## src/rtl/dmem_arbiter.sv

```systemverilog
// dmem_arbiter
//   Shares one single-port 256x16 synchronous data memory between the PCPU
//   data port and an external host (loader/debug) port. The CPU owns the
//   memory by default. A host burst freezes the pipeline through cpu_enable,
//   runs a bounded read or write burst, and then hands the memory back.
//   After every host grant the CPU keeps the memory for at least CPU_SLOT
//   cycles, so it still makes progress between long host bursts.
//
// Parameters
//   MAX_BURST  max host words per grant (1..256); longer bursts are split
//   CPU_SLOT   min CPU-owned cycles after each host grant (>=1)
//
// Ports
//   clock           system clock, rising edge
//   reset           asynchronous, active-low reset
//   cpu_enable_req  board-level run enable for the PCPU
//   cpu_enable      PCPU enable = cpu_enable_req & reset & CPU owns memory
//   cpu_d_addr      PCPU data address
//   cpu_d_dataout   PCPU store data
//   cpu_d_we        PCPU store strobe
//   cpu_d_datain    load data returned to the PCPU (held while frozen)
//   host_req        level request, held until host_done or abandoned
//   host_we         1 = write burst, 0 = read burst
//   host_addr       burst base address
//   host_len        burst length minus 1
//   host_wdata      write word, consumed in every cycle host_wack=1
//   host_grant      high in DRAIN/HOST/TAIL
//   host_wack       write word consumed this cycle
//   host_rdata      read word
//   host_rvalid     host_rdata valid this cycle
//   host_done       one-cycle pulse when the whole burst has completed
//   mem_addr        memory address
//   mem_wdata       memory write data
//   mem_we          memory write enable
//   mem_rdata       memory read data, valid one cycle after the address
module dmem_arbiter #(
    parameter int unsigned MAX_BURST = 16,
    parameter int unsigned CPU_SLOT  = 4
) (
    input  logic        clock,
    input  logic        reset,
    input  logic        cpu_enable_req,
    output logic        cpu_enable,
    input  logic [7:0]  cpu_d_addr,
    input  logic [15:0] cpu_d_dataout,
    input  logic        cpu_d_we,
    output logic [15:0] cpu_d_datain,
    input  logic        host_req,
    input  logic        host_we,
    input  logic [7:0]  host_addr,
    input  logic [7:0]  host_len,
    input  logic [15:0] host_wdata,
    output logic        host_grant,
    output logic        host_wack,
    output logic [15:0] host_rdata,
    output logic        host_rvalid,
    output logic        host_done,
    output logic [7:0]  mem_addr,
    output logic [15:0] mem_wdata,
    output logic        mem_we,
    input  logic [15:0] mem_rdata
);

    localparam int unsigned    CW         = $clog2(CPU_SLOT + 1);
    localparam logic [7:0]     GRANT_LAST = 8'(MAX_BURST - 1);
    localparam logic [CW-1:0]  COOL_INIT  = CW'(CPU_SLOT);
    localparam logic [CW-1:0]  COOL_ONE   = CW'(1);

    typedef enum logic [2:0] {
        S_IDLE,
        S_DRAIN,
        S_HOST,
        S_TAIL,
        S_COOL
    } state_e;

    state_e         state_q, state_d;
    logic [7:0]     base_q, base_d;
    logic [7:0]     len_q, len_d;
    logic           we_q, we_d;
    logic [7:0]     done_cnt_q, done_cnt_d;
    logic [7:0]     grant_cnt_q, grant_cnt_d;
    logic [CW-1:0]  cool_q, cool_d;
    logic           busy_q, busy_d;
    logic           fin_q, fin_d;       // burst finished in this grant -> host_done in TAIL
    logic           rvalid_q;
    logic           prev_cpu_q;         // previous cycle was a CPU-owned access
    logic [15:0]    held_q;             // last load value seen by the CPU
    logic [7:0]     cpu_addr_q;         // last CPU address, re-presented in DRAIN

    logic           cpu_own;
    logic           host_go;            // live host access this cycle

    assign cpu_own = (state_q == S_IDLE) || (state_q == S_COOL);
    // A dropped request in HOST performs no access; the cycle only exits.
    assign host_go = (state_q == S_HOST) && host_req;

    // ------------------------------------------------------------------
    // State and burst bookkeeping
    // ------------------------------------------------------------------
    always_ff @(posedge clock or negedge reset) begin
        if (!reset) begin
            state_q     <= S_IDLE;
            base_q      <= '0;
            len_q       <= '0;
            we_q        <= 1'b0;
            done_cnt_q  <= '0;
            grant_cnt_q <= '0;
            cool_q      <= '0;
            busy_q      <= 1'b0;
            fin_q       <= 1'b0;
        end else begin
            state_q     <= state_d;
            base_q      <= base_d;
            len_q       <= len_d;
            we_q        <= we_d;
            done_cnt_q  <= done_cnt_d;
            grant_cnt_q <= grant_cnt_d;
            cool_q      <= cool_d;
            busy_q      <= busy_d;
            fin_q       <= fin_d;
        end
    end

    always_comb begin
        state_d     = state_q;
        base_d      = base_q;
        len_d       = len_q;
        we_d        = we_q;
        done_cnt_d  = done_cnt_q;
        grant_cnt_d = grant_cnt_q;
        cool_d      = cool_q;
        busy_d      = busy_q;
        fin_d       = fin_q;

        unique case (state_q)
            S_IDLE: begin
                if (host_req) begin
                    state_d = S_DRAIN;
                    // A truncated burst keeps its descriptor and resumes.
                    if (!busy_q) begin
                        base_d     = host_addr;
                        len_d      = host_len;
                        we_d       = host_we;
                        done_cnt_d = '0;
                    end
                end
            end
            S_DRAIN: begin
                state_d     = S_HOST;
                busy_d      = 1'b1;
                grant_cnt_d = '0;
                fin_d       = 1'b0;
            end
            S_HOST: begin
                if (!host_req) begin
                    state_d = S_TAIL;
                    busy_d  = 1'b0;
                    fin_d   = 1'b0;
                end else begin
                    done_cnt_d  = done_cnt_q + 8'd1;
                    grant_cnt_d = grant_cnt_q + 8'd1;
                    // Counters hold the index of the word issued this cycle,
                    // so exits compare the pre-increment values.
                    if (done_cnt_q == len_q) begin
                        state_d = S_TAIL;
                        busy_d  = 1'b0;
                        fin_d   = 1'b1;
                    end else if (grant_cnt_q == GRANT_LAST) begin
                        state_d = S_TAIL;
                        fin_d   = 1'b0;
                    end
                end
            end
            S_TAIL: begin
                state_d = S_COOL;
                cool_d  = COOL_INIT;
            end
            S_COOL: begin
                cool_d = cool_q - COOL_ONE;
                if (cool_q == COOL_ONE) begin
                    state_d = S_IDLE;
                end
            end
            default: begin
                state_d = S_IDLE;
            end
        endcase
    end

    // ------------------------------------------------------------------
    // Read-data return paths
    // ------------------------------------------------------------------
    always_ff @(posedge clock or negedge reset) begin
        if (!reset) begin
            rvalid_q   <= 1'b0;
            prev_cpu_q <= 1'b0;
            held_q     <= '0;
            cpu_addr_q <= '0;
        end else begin
            rvalid_q   <= host_go && !we_q;
            prev_cpu_q <= cpu_own;
            held_q     <= cpu_d_datain;
            if (cpu_own) begin
                cpu_addr_q <= cpu_d_addr;
            end
        end
    end

    // ------------------------------------------------------------------
    // Outputs
    // ------------------------------------------------------------------
    always_comb begin
        cpu_enable   = cpu_enable_req && reset && cpu_own;
        host_grant   = (state_q == S_DRAIN) || (state_q == S_HOST) || (state_q == S_TAIL);
        host_wack    = host_go && we_q;
        host_rvalid  = rvalid_q;
        host_rdata   = mem_rdata;
        host_done    = (state_q == S_TAIL) && fin_q;
        // Freshly returned data only when the CPU issued the access; otherwise
        // the frozen pipeline keeps seeing its last load.
        cpu_d_datain = prev_cpu_q ? mem_rdata : held_q;

        mem_addr  = cpu_addr_q;
        mem_wdata = host_wdata;
        mem_we    = 1'b0;
        if (cpu_own) begin
            mem_addr  = cpu_d_addr;
            mem_wdata = cpu_d_dataout;
            mem_we    = cpu_d_we && reset;
        end else if (state_q == S_HOST) begin
            mem_addr = base_q + done_cnt_q;
            mem_we   = host_go && we_q && reset;
        end
    end

endmodule
```

## config.mk

```make
export PLATFORM = sky130hd
export DESIGN_NAME = dmem_arbiter
export DESIGN_NICKNAME = d
export VERILOG_FILES = /design/src/rtl/dmem_arbiter.sv
export SDC_FILE = /design/constraint.sdc
export NUM_CORES = 1
export LEC_CHECK = 0
export BUFFER_PORTS_ARGS = -buffer_cell sky130_fd_sc_hd__buf_2
export CELL_PAD_IN_SITES_DETAIL_PLACEMENT = 1
export CELL_PAD_IN_SITES_GLOBAL_PLACEMENT = 2
export CORE_AREA = 2 2 94 141
export CTS_CLUSTER_SIZE = 40
export DETAILED_ROUTE_END_ITERATION = 6
export DIE_AREA = 0 0 96 143
export GPL_TIMING_DRIVEN = 0
export HOLD_SLACK_MARGIN = 0.02
export PLACE_DENSITY_LB_ADDON = 0.12
export SLEW_MARGIN = 20
export SYNTH_ARGS = -nofsm -noshare
export SYNTH_HDL_FRONTEND = slang
export SYNTH_SLANG_ARGS = --single-unit
```

## constraint.sdc

```tcl
create_clock -name clock -period 2.5 [get_ports clock]
set_clock_uncertainty 0.15 [all_clocks]
set_input_delay 0 -clock clock [delete_from_list [all_inputs] [get_ports clock]]
set_output_delay 0 -clock clock [all_outputs]
set_load 0.05 [all_outputs]
```

==> impl_results.md, run 1 <==
- Outcome: complete, but fails checks
- Failing checks: negative setup slack
- Worst hold margin: 0.0609 ns
- Initial core utilization: 29.5%
- Nets: 624
- CP arrival: 2.37 ns
- CP max FO: 2
- First-pass GRT wire length: 16600 um
- Final setup fails: 1
- Wirelength, routed: 10500 um
- Largest net degree at the start of global routing: 43
- Number of port buffers: 139
- Largest area contributor in the netlist: dfrtp_1
- Die Height: 143 um
- FP Rows: 50
- Gr ovfl total: 0
- CP Capture Type: primary output
- Synth cell types: 43
- Die width: 96 um
- Worst skew pair latency: 0.33 ns
- Post-synth top area share: 45.7%
- Mapped Cells: 336
- Area growth from synthesis to layout: 47.3%
- VDD IR-drop max: 0.472 mV
- WP data required: 2.35 ns
- Min-delay worst type: in2async
- Leak pwr: 0.00259 uW
- Crit Path Class: reg2out
- Total CTS buffers: 9
- F_max: 397 MHz
- Finished Core Util: 43.4%
- Mean post-synth cell area: 10.9 um^2
- Synthesized flop and latch total: 67
- Antenna-violating nets left: 0
- Core ar.: 12400 um^2
- Via count: 3196
- CTS tree: done
- Initial antenna violation count: 0
- FF+latch area: 1680 um^2
- Min Tclk post-route: 2.52 ns
- GRT Resource Usage Total: 15.8%
- CTS root buffer: clkbuf_16
- CTS Sinks: 67
- Fillers: 1419
- Setup crit start kind: flip-flop
- Max-slew violations: 0
- Power density of the placed cells: 1320 nW/um^2
- Relative slew margins: 62.2%
- Number of global-route vias before repair: 3390
- Final Hold Fails: 0
- Detail Placement HPWL: 8020 um
- N_diodes: 0
- Post-synth EDFFs: 0
- Tightest Pin Transition: 0.564 ns
- MaxCap Viol Count: 0
- Final setup TNS: -0.0175 ns
- Fraction of registers with async set/reset: 100%
- Syn_nets: 426
- Pre-antenna DRT Iters: 4
- Top FF cell, synth: dfrtp_1
- Routed vias/inst: 4.61
- DR WL/cell: 15.1 um
- # H-tree levels: 3
- Synthesis warning total: 0
- CTS max path bufs: 2
- Largest cells by area after synthesis: dfrtp_1 46%, mux2_2 17%, xor2_1 4.1%, ha_1 3.8%, buf_4 3.3%
- Final setup margin: -0.0175 ns
- Clock transition at path regs: 0.05 ns
- Register area share after synthesis: 45.7%
- Pwr Total: 7140 uW
- GPL Wtd Cong: 0.731
- Share of layout cells above drive strength 1: 46.1%
- DRT iter0 DRCs: 103
- Die ar.: 13700 um^2
- Post-synth top cells: 67 x dfrtp_1, 54 x mux2_2, 23 x nor2_1
- Place WS: -0.0127 ns
- Drt drc: 0
- Multi-input logic area: 1790 um^2
- Most frequent cell after synthesis: dfrtp_1
- Tcrit/Tclk final: 101%
- Post-Syn Area: 3670 um^2
- RSZ-0062 raised after global routing: true
- Io pins: 140
cell usage in the layout (no fill, tap or decap), types with 6 or more instances in the layout:
master           n
xor2_1          17
buf_4           22
dlygate4sd3_1   43
clkbuf_16        9
inv_1           10
a21oi_1         13
ha_1             9
nor2_1          23
and3_1           6
clkbuf_1         6
buf_2          140
mux2_2          54
xnor2_1          6
nand2_1         21
o21ai_0         14
dfrtp_1         64
nand3_1          8
worst max-delay path, stage by stage (launching register included):
cell,delay (ns)
dfrtp_1,0.37
ha_2,0.20
inv_2,0.04
fa_2,0.35
nor2b_2,0.14
o31a_1,0.17
mux2i_1,0.20
a31oi_1,0.11
a221o_1,0.31
buf_6,0.16
layout make-up:
class,instances,area share (%)
buffer,29,3.54
clock buffer,13,4.81
clock inverter,2,0.648
inverter,11,0.764
multi-input combinational,229,33.1
sequential,67,31.1
tap,156,3.61
timing repair buffer,187,22.4
registers in the layout (all words and copies together), names as in the netlist, 3 cells and up:
name         flops
held_q          16
cpu_addr_q       8
base_q           8
len_q            8
state_q          3
done_cnt_q       8
cool_q           3
grant_cnt_q      8
final timing paths:
check,from,to,slack [ns],depth (start not counted)
min in group clock,host_addr[1],base_q[1],0.27,4
setup / recovery,base_q[0],mem_addr[6],-0.02,9
hold reg to reg,we_q,host_rvalid,0.28,1
max in group asynchronous,reset,done_cnt_q[0],1.90,3
setup reg to reg,state_q[1],base_q[5],0.45,4
hold / removal,reset,held_q[0],0.06,3
through the flow:
stage,instance area (um^2),instances
3_5_place_dp,4590,632
6_report,5410,694
2_1_floorplan,3670,336
3_3_place_gp,4560,631
5_1_grt,5410,694
4_1_cts,5380,694
cell families after synthesis:
family | synth area share, %
and+or+nand+nor | 12.6
DFF | 45.7
muxes | 16.8
AOI/OAI and AO/OA | 8.70
buffers and inverters | 6.34
xor gates and xnor gates | 5.49
adders and majority gates | 4.30
routing by layer:
layer / vias up / track usage [%] / routed length [um]
li1: 1554 / - / -
met5: - / 0 / 0
met2: 88 / 29.3 / 5780
met3: 9 / 3.22 / 548
met4: 0 / 5.19 / 145
met1: 1545 / 17.4 / 4040
power by group:
part | internal (uW) | leakage, uW | switching (uW)
clock | 819 | 0.000146 | 438
combinational | 1430 | 0.00162 | 2650
sequential | 1530 | 0.000823 | 273
total | 3780 | 0.00259 | 3360
repair_timing:
action                     4_1_cts  5_1_grt
setup buffers                    3        0
pin swaps                        2        1
hold buffers                    44        0
resized for setup               10        6
setup endpoints to repair        3        4
hold endpoints to repair       111        0
No activity file was read; power rests on OpenSTA's default activity.
==> run 2, diff against run 1 <==
PLACE_DENSITY = 0.78   (was not set)
PLACE_DENSITY_LB_ADDON = not set   (was 0.12)
TNS_END_PERCENT = 30   (was not set)
clock period = 2.8 ns   (was 2.5 ns; I/O delays follow)
==> run 2 against run 1 <==
Setup slack improved by 0.13 ns. Sequential share of layout area rose by 0.076 points. Routed wire length rose by 2.4%. Largest power group unchanged. Global-route usage rose by 0.53 points. Count of clock-buffer cells in the layout fell by 2. First-iteration DRC count fell by 23%. The run now ends clean. Design area fell by 0.39%. Cell count did not move. Worst hold slack got worse by 0.0011 ns.
==> impl_results.md, run 2 (synthesized netlist as in run 1, its figures left out) <==
- GPL Wtd Cong: 0.726 (was 0.731)
- GRT Resource Usage Total: 16.3% (was 15.8%)
- Min Tclk post-route: 2.69 ns
- Core ar.: 12400 um^2 (unchanged)
- Finished Core Util: 43.2% (was 43.4%)
- Clock transition at path regs: 0.05 ns (about the same)
- Finished Layout Cells: 694 (unchanged)
- Relative slew margins: 60.6% (was 62.2%)
- CTS tree: done (unchanged)
- Max reg flops: 16 (unchanged)
- Worst skew pair latency: 0.33 ns (about the same)
- Share of layout cells above drive strength 1: 44.6% (was 46.1%)
- DR WL/cell: 15.5 um (was 15.1 um)
- Routed vias/inst: 4.71 (was 4.61)
- Tcrit/Tclk final: 96.1%
- N_diodes: 0 (unchanged)
- Switching Fraction: 46.5% (was 47.1%)
- Leak pwr: 0.00260 uW (was 0.00259 uW)
- VDD IR-drop max: 0.389 mV (was 0.472 mV)
- Max-slew violations: 0 (unchanged)
- MaxCap Viol Count: 0 (unchanged)
- Most frequent cells in the layout: 145 x buf_2, 66 x dfrtp_1, 54 x mux2_2, 43 x dlygate4sd3_1, 23 x nor2_1 (was 140 x buf_2, 64 x dfrtp_1, 54 x mux2_2, 43 x dlygate4sd3_1, 23 x nor2_1)
- Antenna-violating nets left: 0 (unchanged)
- Gr ovfl total: 0 (unchanged)
- CP Capture Type: primary output (unchanged)
- Reg2Reg Depth: 4 (unchanged)
- CTS max path bufs: 2 (unchanged)
- Pint: 3450 uW (was 3780 uW)
- Largest net degree at the start of global routing: 47 (was 43)
- # H-tree levels: 3 (unchanged)
- Final Cell Area: 5380 um^2 (was 5410 um^2)
- WP data required: 2.65 ns (was 2.35 ns)
- Inst Count DP: 632 (unchanged)
- CTS Sinks: 67 (unchanged)
- Largest Register: held_q (unchanged)
- Crit Path Class: reg2out (unchanged)
- Tightest Pin Transition: 0.588 ns (was 0.564 ns)
- Number of port buffers: 139 (unchanged)
- DR WL met2: 5880 um (was 5780 um)
- Drt drc: 0 (unchanged)
- Outcome: finished, final reports clean (was complete, but fails checks)
- Total CTS buffers: 9 (unchanged)
- Seq pwr share: 24.9% (was 25.2%)
- Detail Placement HPWL: 8110 um (was 8020 um)
- Final setup margin: 0.110 ns (was -0.0175 ns)
- M1 WL: 3970 um (was 4040 um)
- Via count: 3269 (was 3196)
- Min-delay worst type: in2async (unchanged)
- DP Area: 4590 um^2 (unchanged)
- Final Hold Fails: 0 (unchanged)
- Initial core utilization: 29.5% (unchanged)
- Power density of the placed cells: 1200 nW/um^2 (was 1320 nW/um^2)
- CP max FO: 5 (was 2)
- Final setup fails: 0 (was 1)
- Clock power share: 20.1% (was 17.6%)
- Met3 routed WL: 638 um (was 548 um)
- FP Rows: 50 (unchanged)
- Place WS: 0.374 ns (was -0.0127 ns)
- Wirelength, routed: 10800 um (was 10500 um)
- Commonest non-fill, non-tap cell in the layout: buf_2 (unchanged)
- CTS root buffer: clkbuf_16 (unchanged)
- Number of global-route vias before repair: 3543 (was 3390)
- Initial antenna violation count: 0 (unchanged)
- Pre-antenna DRT Iters: 4 (unchanged)
- RSZ-0062 raised after global routing: true (unchanged)
- Setup crit start kind: flip-flop (unchanged)
- Gate power share: 55.0% (was 57.2%)
- First-pass GRT wire length: 17100 um (was 16600 um)
- Max layer used: met4 (unchanged)
- Die Height: 143 um (unchanged)
- F_max: 372 MHz
- Area growth from synthesis to layout: 46.8% (was 47.3%)
- DRT iter0 DRCs: 79 (was 103)
- Io pins: 140 (unchanged)
- Die width: 96 um (unchanged)
- Nets: 623 (was 624)
- P_sw: 3000 uW (was 3360 uW)
- Die ar.: 13700 um^2 (unchanged)
- CP arrival: 2.54 ns (was 2.37 ns)
- Final setup TNS: 0 ns (was -0.0175 ns)
-- run 2: cell type report --
cell class                      instances  area [um^2]
Buffer                                 29          191
Clock buffer                           11          243
Clock inverter                          5          100
Fill cell                            1440         7070
Inverter                               11         41.3
Multi-Input combinational cell        229         1760
Sequential cell                        67         1680
Tap cell                              156          195
Timing Repair Buffer                  186         1180
-- run 2: timing repair --
item	CTS	global route
endpoints found under the setup margin	0	2
hold buffers	44	0
hold endpoints to repair	111	0
gates resized for setup	0	1
setup buffers	0	2
-- run 2: final timing paths --
check / slack (ns) / from / end
min: 0.06 / reset / cool_q[0]
max reg2reg: 0.75 / state_q[1] / base_q[4]
min in group clock: 0.27 / host_addr[1] / base_q[1]
max: 0.11 / done_cnt_q[1] / mem_addr[7]
min reg2reg: 0.29 / we_q / host_rvalid
max in group asynchronous: 1.94 / reset / done_cnt_q[0]
-- run 2: power groups by stage --
stage	logic [uW]	clock network, uW	registers [uW]
4_1_cts	3580	1350	1610
3_3_place_gp	3440	0	1610
5_1_grt	3840	1380	1670
3_5_place_dp	3520	0	1630
6_report	3550	1300	1600
2_1_floorplan	2720	0	1560
-- run 2: metal layers --
layer  vias up  GRT usage [%]
li1       1559              -
met1      1582           16.4
met2       112           31.1
met3        16           2.90
met4         0           7.82
met5         -              0
-- run 2: through the flow --
step           power [uW]  hold slack (ns)
3_5_place_dp         5150           -0.217
5_1_grt              6890           0.0995
4_1_cts              6540           0.0719
6_report             6460           0.0598
3_3_place_gp         5050           0.0797
2_1_floorplan        4280           -0.446
-- run 2: worst max-delay path, stage by stage, from the launching register on --
cell and delay (ns):
dfrtp_1 0.45, ha_1 0.32, a211oi_1 0.37, nor2_1 0.14
a41oi_1 0.26, xnor2_1 0.11, o21ai_0 0.24, buf_2 0.32
